**src/rtl/muldiv_pkg.sv**
```systemverilog
`default_nettype none
// ============================================================================
// Module      : muldiv_pkg
// Description : Shared op and state encodings for the sequential mul/div unit
//               and the control unit that drives it.
// Revision    : 1.0 - initial release
// ============================================================================
package muldiv_pkg;

    localparam logic [1:0] OP_MUL  = 2'b00;   // signed multiply
    localparam logic [1:0] OP_MULU = 2'b01;   // unsigned multiply
    localparam logic [1:0] OP_DIV  = 2'b10;   // signed divide
    localparam logic [1:0] OP_DIVU = 2'b11;   // unsigned divide

    typedef enum logic [1:0] {
        ST_IDLE = 2'd0,
        ST_CALC = 2'd1,
        ST_FIX  = 2'd2
    } state_t;

endpackage
`default_nettype wire

```
**src/rtl/muldiv_sign_fix.sv**
```systemverilog
`default_nettype none
// ============================================================================
// Module      : muldiv_sign_fix
// Description : Conditional two's-complement negate. Gives the magnitude of a
//               signed operand, or re-applies a sign to an unsigned result.
// Revision    : 1.0 - initial release
// ============================================================================
module muldiv_sign_fix #(
    parameter int WIDTH = 32
) (
    input  logic [WIDTH-1:0] i_val,
    input  logic             i_neg,
    output logic [WIDTH-1:0] o_val
);

    // Negate when requested; MIN maps onto itself, which is its correct magnitude
    always_comb begin
        o_val = i_neg ? (-i_val) : i_val;
    end

endmodule
`default_nettype wire

```
**src/rtl/seq_muldiv_unit.sv**
```systemverilog
`default_nettype none
// ============================================================================
// Module      : seq_muldiv_unit
// Description : Multi-cycle signed/unsigned multiply and divide. Magnitudes are
//               iterated one bit per cycle (shift-add / restoring division),
//               then signs are applied in a single fix-up cycle.
// Revision    : 1.0 - initial release
// ============================================================================
module seq_muldiv_unit
    import muldiv_pkg::*;
#(
    parameter int WIDTH = 32,
    parameter int CNT_W = $clog2(WIDTH + 1)
) (
    input  logic             clock,
    input  logic             clear,
    input  logic             start,
    input  logic [1:0]       op,
    input  logic [WIDTH-1:0] a,
    input  logic [WIDTH-1:0] b,
    output logic             busy,
    output logic             done,
    output logic [WIDTH-1:0] hi,
    output logic [WIDTH-1:0] lo,
    output logic             div_zero
);

    state_t             r_state;
    logic [CNT_W-1:0]   r_cnt;
    logic               r_is_div;
    logic               r_neg_res;
    logic               r_neg_rem;
    logic               r_dz;
    logic [WIDTH-1:0]   r_a_raw;
    // Multiplicand (MUL) or divisor (DIV) magnitude
    logic [WIDTH-1:0]   r_opnd;
    // MUL: {partial product, multiplier}; DIV: low half holds dividend/quotient
    logic [2*WIDTH-1:0] r_acc;
    logic [WIDTH-1:0]   r_rem;

    logic               w_is_div_in;
    logic               w_signed_in;
    logic [WIDTH-1:0]   w_abs_a;
    logic [WIDTH-1:0]   w_abs_b;
    logic [WIDTH:0]     w_mul_sum;
    logic [WIDTH:0]     w_div_shift;
    logic [WIDTH-1:0]   w_div_trial;
    logic               w_div_borrow;
    logic [2*WIDTH-1:0] w_prod_fix;
    logic [WIDTH-1:0]   w_quo_fix;
    logic [WIDTH-1:0]   w_rem_fix;

    // Decode the incoming op into divide / signed flags
    always_comb begin
        w_is_div_in = 1'b0;
        w_signed_in = 1'b0;
        case (op)
            OP_MUL:  begin w_is_div_in = 1'b0; w_signed_in = 1'b1; end
            OP_MULU: begin w_is_div_in = 1'b0; w_signed_in = 1'b0; end
            OP_DIV:  begin w_is_div_in = 1'b1; w_signed_in = 1'b1; end
            OP_DIVU: begin w_is_div_in = 1'b1; w_signed_in = 1'b0; end
            default: begin w_is_div_in = 1'b0; w_signed_in = 1'b0; end
        endcase
    end

    muldiv_sign_fix #(.WIDTH(WIDTH)) u_abs_a (
        .i_val (a),
        .i_neg (w_signed_in & a[WIDTH-1]),
        .o_val (w_abs_a)
    );

    muldiv_sign_fix #(.WIDTH(WIDTH)) u_abs_b (
        .i_val (b),
        .i_neg (w_signed_in & b[WIDTH-1]),
        .o_val (w_abs_b)
    );

    muldiv_sign_fix #(.WIDTH(2*WIDTH)) u_fix_prod (
        .i_val (r_acc),
        .i_neg (r_neg_res),
        .o_val (w_prod_fix)
    );

    muldiv_sign_fix #(.WIDTH(WIDTH)) u_fix_quo (
        .i_val (r_acc[WIDTH-1:0]),
        .i_neg (r_neg_res),
        .o_val (w_quo_fix)
    );

    muldiv_sign_fix #(.WIDTH(WIDTH)) u_fix_rem (
        .i_val (r_rem),
        .i_neg (r_neg_rem),
        .o_val (w_rem_fix)
    );

    // One iteration step for each op: shift-add adder and restoring-divide trial subtract
    always_comb begin
        w_mul_sum    = {1'b0, r_acc[2*WIDTH-1:WIDTH]} + (r_acc[0] ? {1'b0, r_opnd} : '0);
        w_div_shift  = {r_rem, r_acc[WIDTH-1]};
        w_div_borrow = (w_div_shift < {1'b0, r_opnd});
        // The true difference is below 2^WIDTH whenever it is kept, so WIDTH bits suffice
        w_div_trial  = w_div_shift[WIDTH-1:0] - r_opnd;
    end

    // Control FSM with iteration datapath and registered outputs
    always_ff @(posedge clock or posedge clear) begin
        if (clear) begin
            r_state   <= ST_IDLE;
            r_cnt     <= '0;
            r_is_div  <= 1'b0;
            r_neg_res <= 1'b0;
            r_neg_rem <= 1'b0;
            r_dz      <= 1'b0;
            r_a_raw   <= '0;
            r_opnd    <= '0;
            r_acc     <= '0;
            r_rem     <= '0;
            busy      <= 1'b0;
            done      <= 1'b0;
            hi        <= '0;
            lo        <= '0;
            div_zero  <= 1'b0;
        end else begin
            done <= 1'b0;
            case (r_state)
                ST_IDLE: begin
                    if (start) begin
                        r_is_div  <= w_is_div_in;
                        r_neg_res <= w_signed_in & (a[WIDTH-1] ^ b[WIDTH-1]);
                        r_neg_rem <= w_signed_in & a[WIDTH-1];
                        r_dz      <= w_is_div_in & (b == '0);
                        r_a_raw   <= a;
                        r_opnd    <= w_is_div_in ? w_abs_b : w_abs_a;
                        r_acc     <= {{WIDTH{1'b0}}, (w_is_div_in ? w_abs_a : w_abs_b)};
                        r_rem     <= '0;
                        r_cnt     <= CNT_W'(WIDTH);
                        div_zero  <= 1'b0;
                        busy      <= 1'b1;
                        r_state   <= ST_CALC;
                    end
                end
                ST_CALC: begin
                    if (r_is_div) begin
                        r_rem <= w_div_borrow ? w_div_shift[WIDTH-1:0] : w_div_trial;
                        r_acc <= {{WIDTH{1'b0}}, r_acc[WIDTH-2:0], ~w_div_borrow};
                    end else begin
                        r_acc <= {w_mul_sum, r_acc[WIDTH-1:1]};
                    end
                    r_cnt <= r_cnt - CNT_W'(1);
                    if (r_cnt == CNT_W'(1)) begin
                        r_state <= ST_FIX;
                    end
                end
                ST_FIX: begin
                    if (r_dz) begin
                        hi       <= r_a_raw;
                        lo       <= {WIDTH{1'b1}};
                        div_zero <= 1'b1;
                    end else if (r_is_div) begin
                        hi <= w_rem_fix;
                        lo <= w_quo_fix;
                    end else begin
                        hi <= w_prod_fix[2*WIDTH-1:WIDTH];
                        lo <= w_prod_fix[WIDTH-1:0];
                    end
                    busy    <= 1'b0;
                    done    <= 1'b1;
                    r_state <= ST_IDLE;
                end
                default: begin
                    busy    <= 1'b0;
                    r_state <= ST_IDLE;
                end
            endcase
        end
    end

endmodule
`default_nettype wire

```
**config.mk**
```make
export PLATFORM = sky130hd
export DESIGN_NAME = seq_muldiv_unit
export DESIGN_NICKNAME = d
export VERILOG_FILES = /design/src/rtl/muldiv_pkg.sv /design/src/rtl/muldiv_sign_fix.sv /design/src/rtl/seq_muldiv_unit.sv
export SDC_FILE = /design/constraint.sdc
export NUM_CORES = 1
export LEC_CHECK = 0
export ABC_AREA = 0
export ABC_CLOCK_PERIOD_IN_PS = 8340
export BUFFER_PORTS_ARGS = -buffer_cell sky130_fd_sc_hd__buf_2
export CORE_ASPECT_RATIO = 1.4
export CORE_MARGIN = 5
export CORE_UTILIZATION = 60
export CTS_BUF_LIST = sky130_fd_sc_hd__clkbuf_4 sky130_fd_sc_hd__clkbuf_8
export DETAILED_ROUTE_END_ITERATION = 10
export PLACE_DENSITY = 0.88
export SETUP_SLACK_MARGIN = 0.1
export SLEW_MARGIN = 0
export SYNTH_ARGS = -nofsm -noshare
export SYNTH_HDL_FRONTEND = slang
export SYNTH_SLANG_ARGS = --single-unit
```
**constraint.sdc**
```tcl
create_clock -name clock -period 8.34 [get_ports clock]
set_input_delay 0.834 -clock clock [delete_from_list [all_inputs] [get_ports clock]]
set_output_delay 0.834 -clock clock [all_outputs]
set_load 0.01 [all_outputs]
```
==> results.rst <==
.. list-table::
   :header-rows: 1

   * - Metric
     - Value
   * - Yosys cell types
     - 75
   * - Setup clock skew after layout
     - ~0.026 ns
   * - Hold/Removal Path Class
     - in2async
   * - Depth of the most critical reg-to-reg path
     - 13
   * - Wire length of the first global-routing pass
     - between 80 and 90 mm
   * - Most frequent cell on the critical path
     - sky130_fd_sc_hd__a21oi_1
   * - Final period utilization
     - 0.515
   * - Leading cell type in the layout, fill and taps excluded
     - sky130_fd_sc_hd__nand2_1
   * - Clock slew at the register clock pins of the worst setup and hold paths
     - 0.07 ns
   * - Root Buffer
     - sky130_fd_sc_hd__clkbuf_8
   * - Buf+Inv Stages, Crit Path
     - 1
   * - Max-Cap Viols
     - 0
   * - Number of placement rows
     - 73
   * - Cell-internal power
     - about 4 mW
   * - Die extent in x
     - between 150 and 200 µm
   * - Ports
     - about 140
   * - Cells along the critical path
     - inv_1 > nor2_1 > ha_1 > and2_1 > or4_1 > o211ai_1 > a21oi_1 > o31a_1 > a22o_1 > a211o_1 > a21oi_1 > xor2_1 > o21ai_0
   * - Starting density of the core
     - 0.608
   * - Mean instance size in the synthesized netlist
     - ~8 µm²
   * - Share of the core filled with cells
     - 0.669
   * - Share of synthesized flip-flops with an asynchronous set or reset
     - 1.00
   * - Height of the die
     - between 200 and 250 µm
   * - Peak Freq
     - between 0.2 and 0.25 GHz
   * - Req. time, crit path
     - a little under 9 ns
   * - Hold-fix buffer count after cts
     - 0
   * - Family with the most delay on the worst path
     - compound AO/OA/AOI/OAI gates
   * - Slew headroom
     - 0.0913
   * - Total wire length
     - 58.5 mm
   * - DR DRC count
     - 0
   * - IO buf count
     - 135
   * - Post-synth net total
     - between 2k and 2.5k
   * - Count of final hold-check violations
     - 0
   * - WP data arrival
     - ~4.7 ns
   * - Post-DP HPWL
     - 44.0 mm
   * - Number of global-route vias before repair
     - between 15k and 20k
   * - Startpoint Class
     - flip-flop
   * - Power per cell area
     - ~420 nW/µm²
   * - R2R Setup Slk
     - approximately 4.0 ns
   * - Vias after detailed routing
     - about 17k
   * - Clock insertion delay at the later pin of the skew report
     - just under 0.6 ns
   * - P_leak
     - ~8.5 nW
   * - Final layout net count
     - 2325
   * - TritonRoute pass-1 iters
     - 5
   * - Post-synthesis cell count
     - roughly 2.1k
   * - Final critical path time including I/O delays and setup
     - ~4.3 ns
   * - Clock tree from TritonCTS
     - done
   * - Sum of overflow across all layers after global routing
     - 0
   * - EDFF count, synth
     - 0
   * - Vias per cell
     - 6.51
   * - Outcome
     - complete, no violations
   * - Buffer levels on the longest clock path
     - 3
   * - Slew of the pin with the lowest slew margin
     - 1.36 ns
   * - Average wire per cell in the routed design
     - ~23 µm
   * - Setup bufs post-CTS
     - 0
   * - Commonest cells after routing, fill and taps aside
     - sky130_fd_sc_hd__nand2_1, sky130_fd_sc_hd__dfrtp_1, sky130_fd_sc_hd__o21ai_0
   * - Flip-flop cell with the highest count after synthesis
     - sky130_fd_sc_hd__dfrtp_1
   * - Startpoint-to-endpoint class of the critical path
     - reg2reg
   * - GRT Overall Usage
     - 0.351
   * - Worst VDD drop
     - 287 µV
   * - Net switching share of the total power
     - 0.488
   * - Remaining antenna violation count after routing
     - 0
   * - CP max stage cell
     - sky130_fd_sc_hd__inv_1
   * - Setup slack after layout
     - 4.05 ns
   * - Total of flip-flops plus latches after synthesis
     - approximately 240
   * - Final antenna diode count
     - 0
   * - Worst r2r dst
     - r_acc[61]
   * - Power spent charging and discharging nets
     - around 3.9 mW
   * - Share of the synthesized area in the top cell type
     - 0.345
   * - Yosys synthesis warning count
     - 0
   * - Fraction of final layout cells with drive strength greater than 1
     - 0.118
   * - Largest net degree at the start of global routing
     - 104
   * - Pins Over Slew Limit
     - 0
   * - Part of the total power dissipated in the clock network
     - 0.150
   * - Synth area leaders
     - sky130_fd_sc_hd__dfrtp_1, sky130_fd_sc_hd__nand2_1, sky130_fd_sc_hd__o21ai_0, sky130_fd_sc_hd__a21oi_1, sky130_fd_sc_hd__ha_1
   * - Sequential share of the synthesized area
     - 0.345
   * - TritonCTS Sinks
     - approximately 240
   * - Max FO, Critical Path
     - 33
   * - Startpoint of the worst-slack reg-to-reg timing path
     - r_acc[0]
   * - Biggest area consumer among synthesized cells
     - sky130_fd_sc_hd__dfrtp_1
   * - Core region area
     - between 20000 and 30000 µm²
   * - Post-cts sizing count
     - 0
   * - Final TNS setup
     - 0 ns
   * - Die Area
     - roughly 32000 µm²
   * - Clock H-tree levels
     - 2
   * - DR iter-0 viols
     - roughly 1.7k
   * - Post-Syn Area
     - about 17000 µm²
   * - Delay of the slowest cell on the worst path
     - between 0.7 and 0.8 ns
   * - Category of the worst setup path capture point
     - flip-flop
   * - Sequential share of power
     - 0.295
   * - Setup repair after global routing missed its margin
     - no
   * - Setup slack after placement
     - 4.12 ns
   * - Number of antenna violations at the first check in global routing
     - 0
   * - Final setup vio count
     - 0
   * - Syn-to-layout area delta
     - 9.98%
   * - Routability congestion estimate
     - 0.997
   * - Proportion of power drawn by combinational gates
     - 0.555
   * - Worst hold margin
     - between 0.3 and 0.4 ns
   * - Num CTS Buffers
     - 41
==> synthesized netlist by cell type (37+ instances only) <==
cell / instances
sky130_fd_sc_hd__inv_1: 70
sky130_fd_sc_hd__nand2_1: 271
sky130_fd_sc_hd__dfrtp_1: 239
sky130_fd_sc_hd__nand3_1: 46
sky130_fd_sc_hd__nor2_1: 183
sky130_fd_sc_hd__xor2_1: 96
sky130_fd_sc_hd__ha_1: 70
sky130_fd_sc_hd__clkbuf_1: 102
sky130_fd_sc_hd__a21oi_1: 176
sky130_fd_sc_hd__a21o_1: 37
sky130_fd_sc_hd__xnor2_1: 98
sky130_fd_sc_hd__mux2i_1: 60
sky130_fd_sc_hd__o21ai_0: 200
sky130_fd_sc_hd__a211oi_1: 60
==> stage by stage <==
step / power (mW) / instances / area, µm²
final: 7.98 / 2588 / 19100
after floorplan: 5.37 / 2117 / 17300
after CTS: 7.91 / 2588 / 19100
after detailed placement: 6.69 / 2516 / 18200
after global routing: 8.50 / 2588 / 19100
after global placement: 6.56 / 2516 / 18200
==> state kept, by name, summed over array words and instances (netlist names) <==
signal / count
r_opnd: 32
r_rem: 32
r_cnt: 6
busy: 1
r_neg_rem: 1
r_acc: 64
div_zero: 1
r_a_raw: 32
r_is_div: 1
lo: 32
r_neg_res: 1
done: 1
r_state: 2
r_dz: 1
hi: 32
==> power groups by stage <==
stage          combinational [mW]  clock, mW  sequential [mW]
2_1_floorplan                3.35          0             2.03
3_3_place_gp                 4.24          0             2.32
3_5_place_dp                 4.36          0             2.34
4_1_cts                      4.38       1.20             2.32
5_1_grt                      4.85       1.26             2.39
6_report                     4.43       1.20             2.36
==> kinds of logic (layout without fill, tap and decap cells) <==
family / after synthesis / count (layout) / synth area share
AOI/OAI and AO/OA: 648 / 648 / 0.233
muxes: 64 / 64 / 0.0372
DFF: 239 / 239 / 0.345
xor gates and xnor gates: 194 / 194 / 0.0980
adders and majority gates: 72 / 72 / 0.0528
and+or+nand+nor: 699 / 699 / 0.189
buffers and inverters: 201 / 297 / 0.0449
==> metal layers <==
layer  GRT usage  share of wire
met4       0.284           0.10
met2       0.578           0.47
met5           0              0
met1       0.407           0.36
met3      0.0504          0.072
==> area by class of cell <==
class / instances / area (µm²)
clock buffer: 60 / 788
inverter: 70 / 270
sequential: 239 / 5990
timing repair buffer: 155 / 826
fill: 2388 / 9430
clock inverter: 12 / 119
multi-input combinational: 1677 / 10600
tap: 375 / 469
==> worst max-delay path by stage <==
stage / from / end / slack [ns] / cells after the start
6_report: r_acc[0] / r_acc[61] / 4.05 / 13
4_1_cts: r_acc[0] / r_acc[61] / 4.11 / 13
3_5_place_dp: r_acc[0] / r_acc[61] / 4.12 / 13
3_3_place_gp: r_acc[0] / r_acc[61] / 4.23 / 13
5_1_grt: r_acc[0] / r_acc[61] / 3.81 / 13
2_1_floorplan: clear / busy / 0.95 / 1
Power figures use the tool's default switching activity.
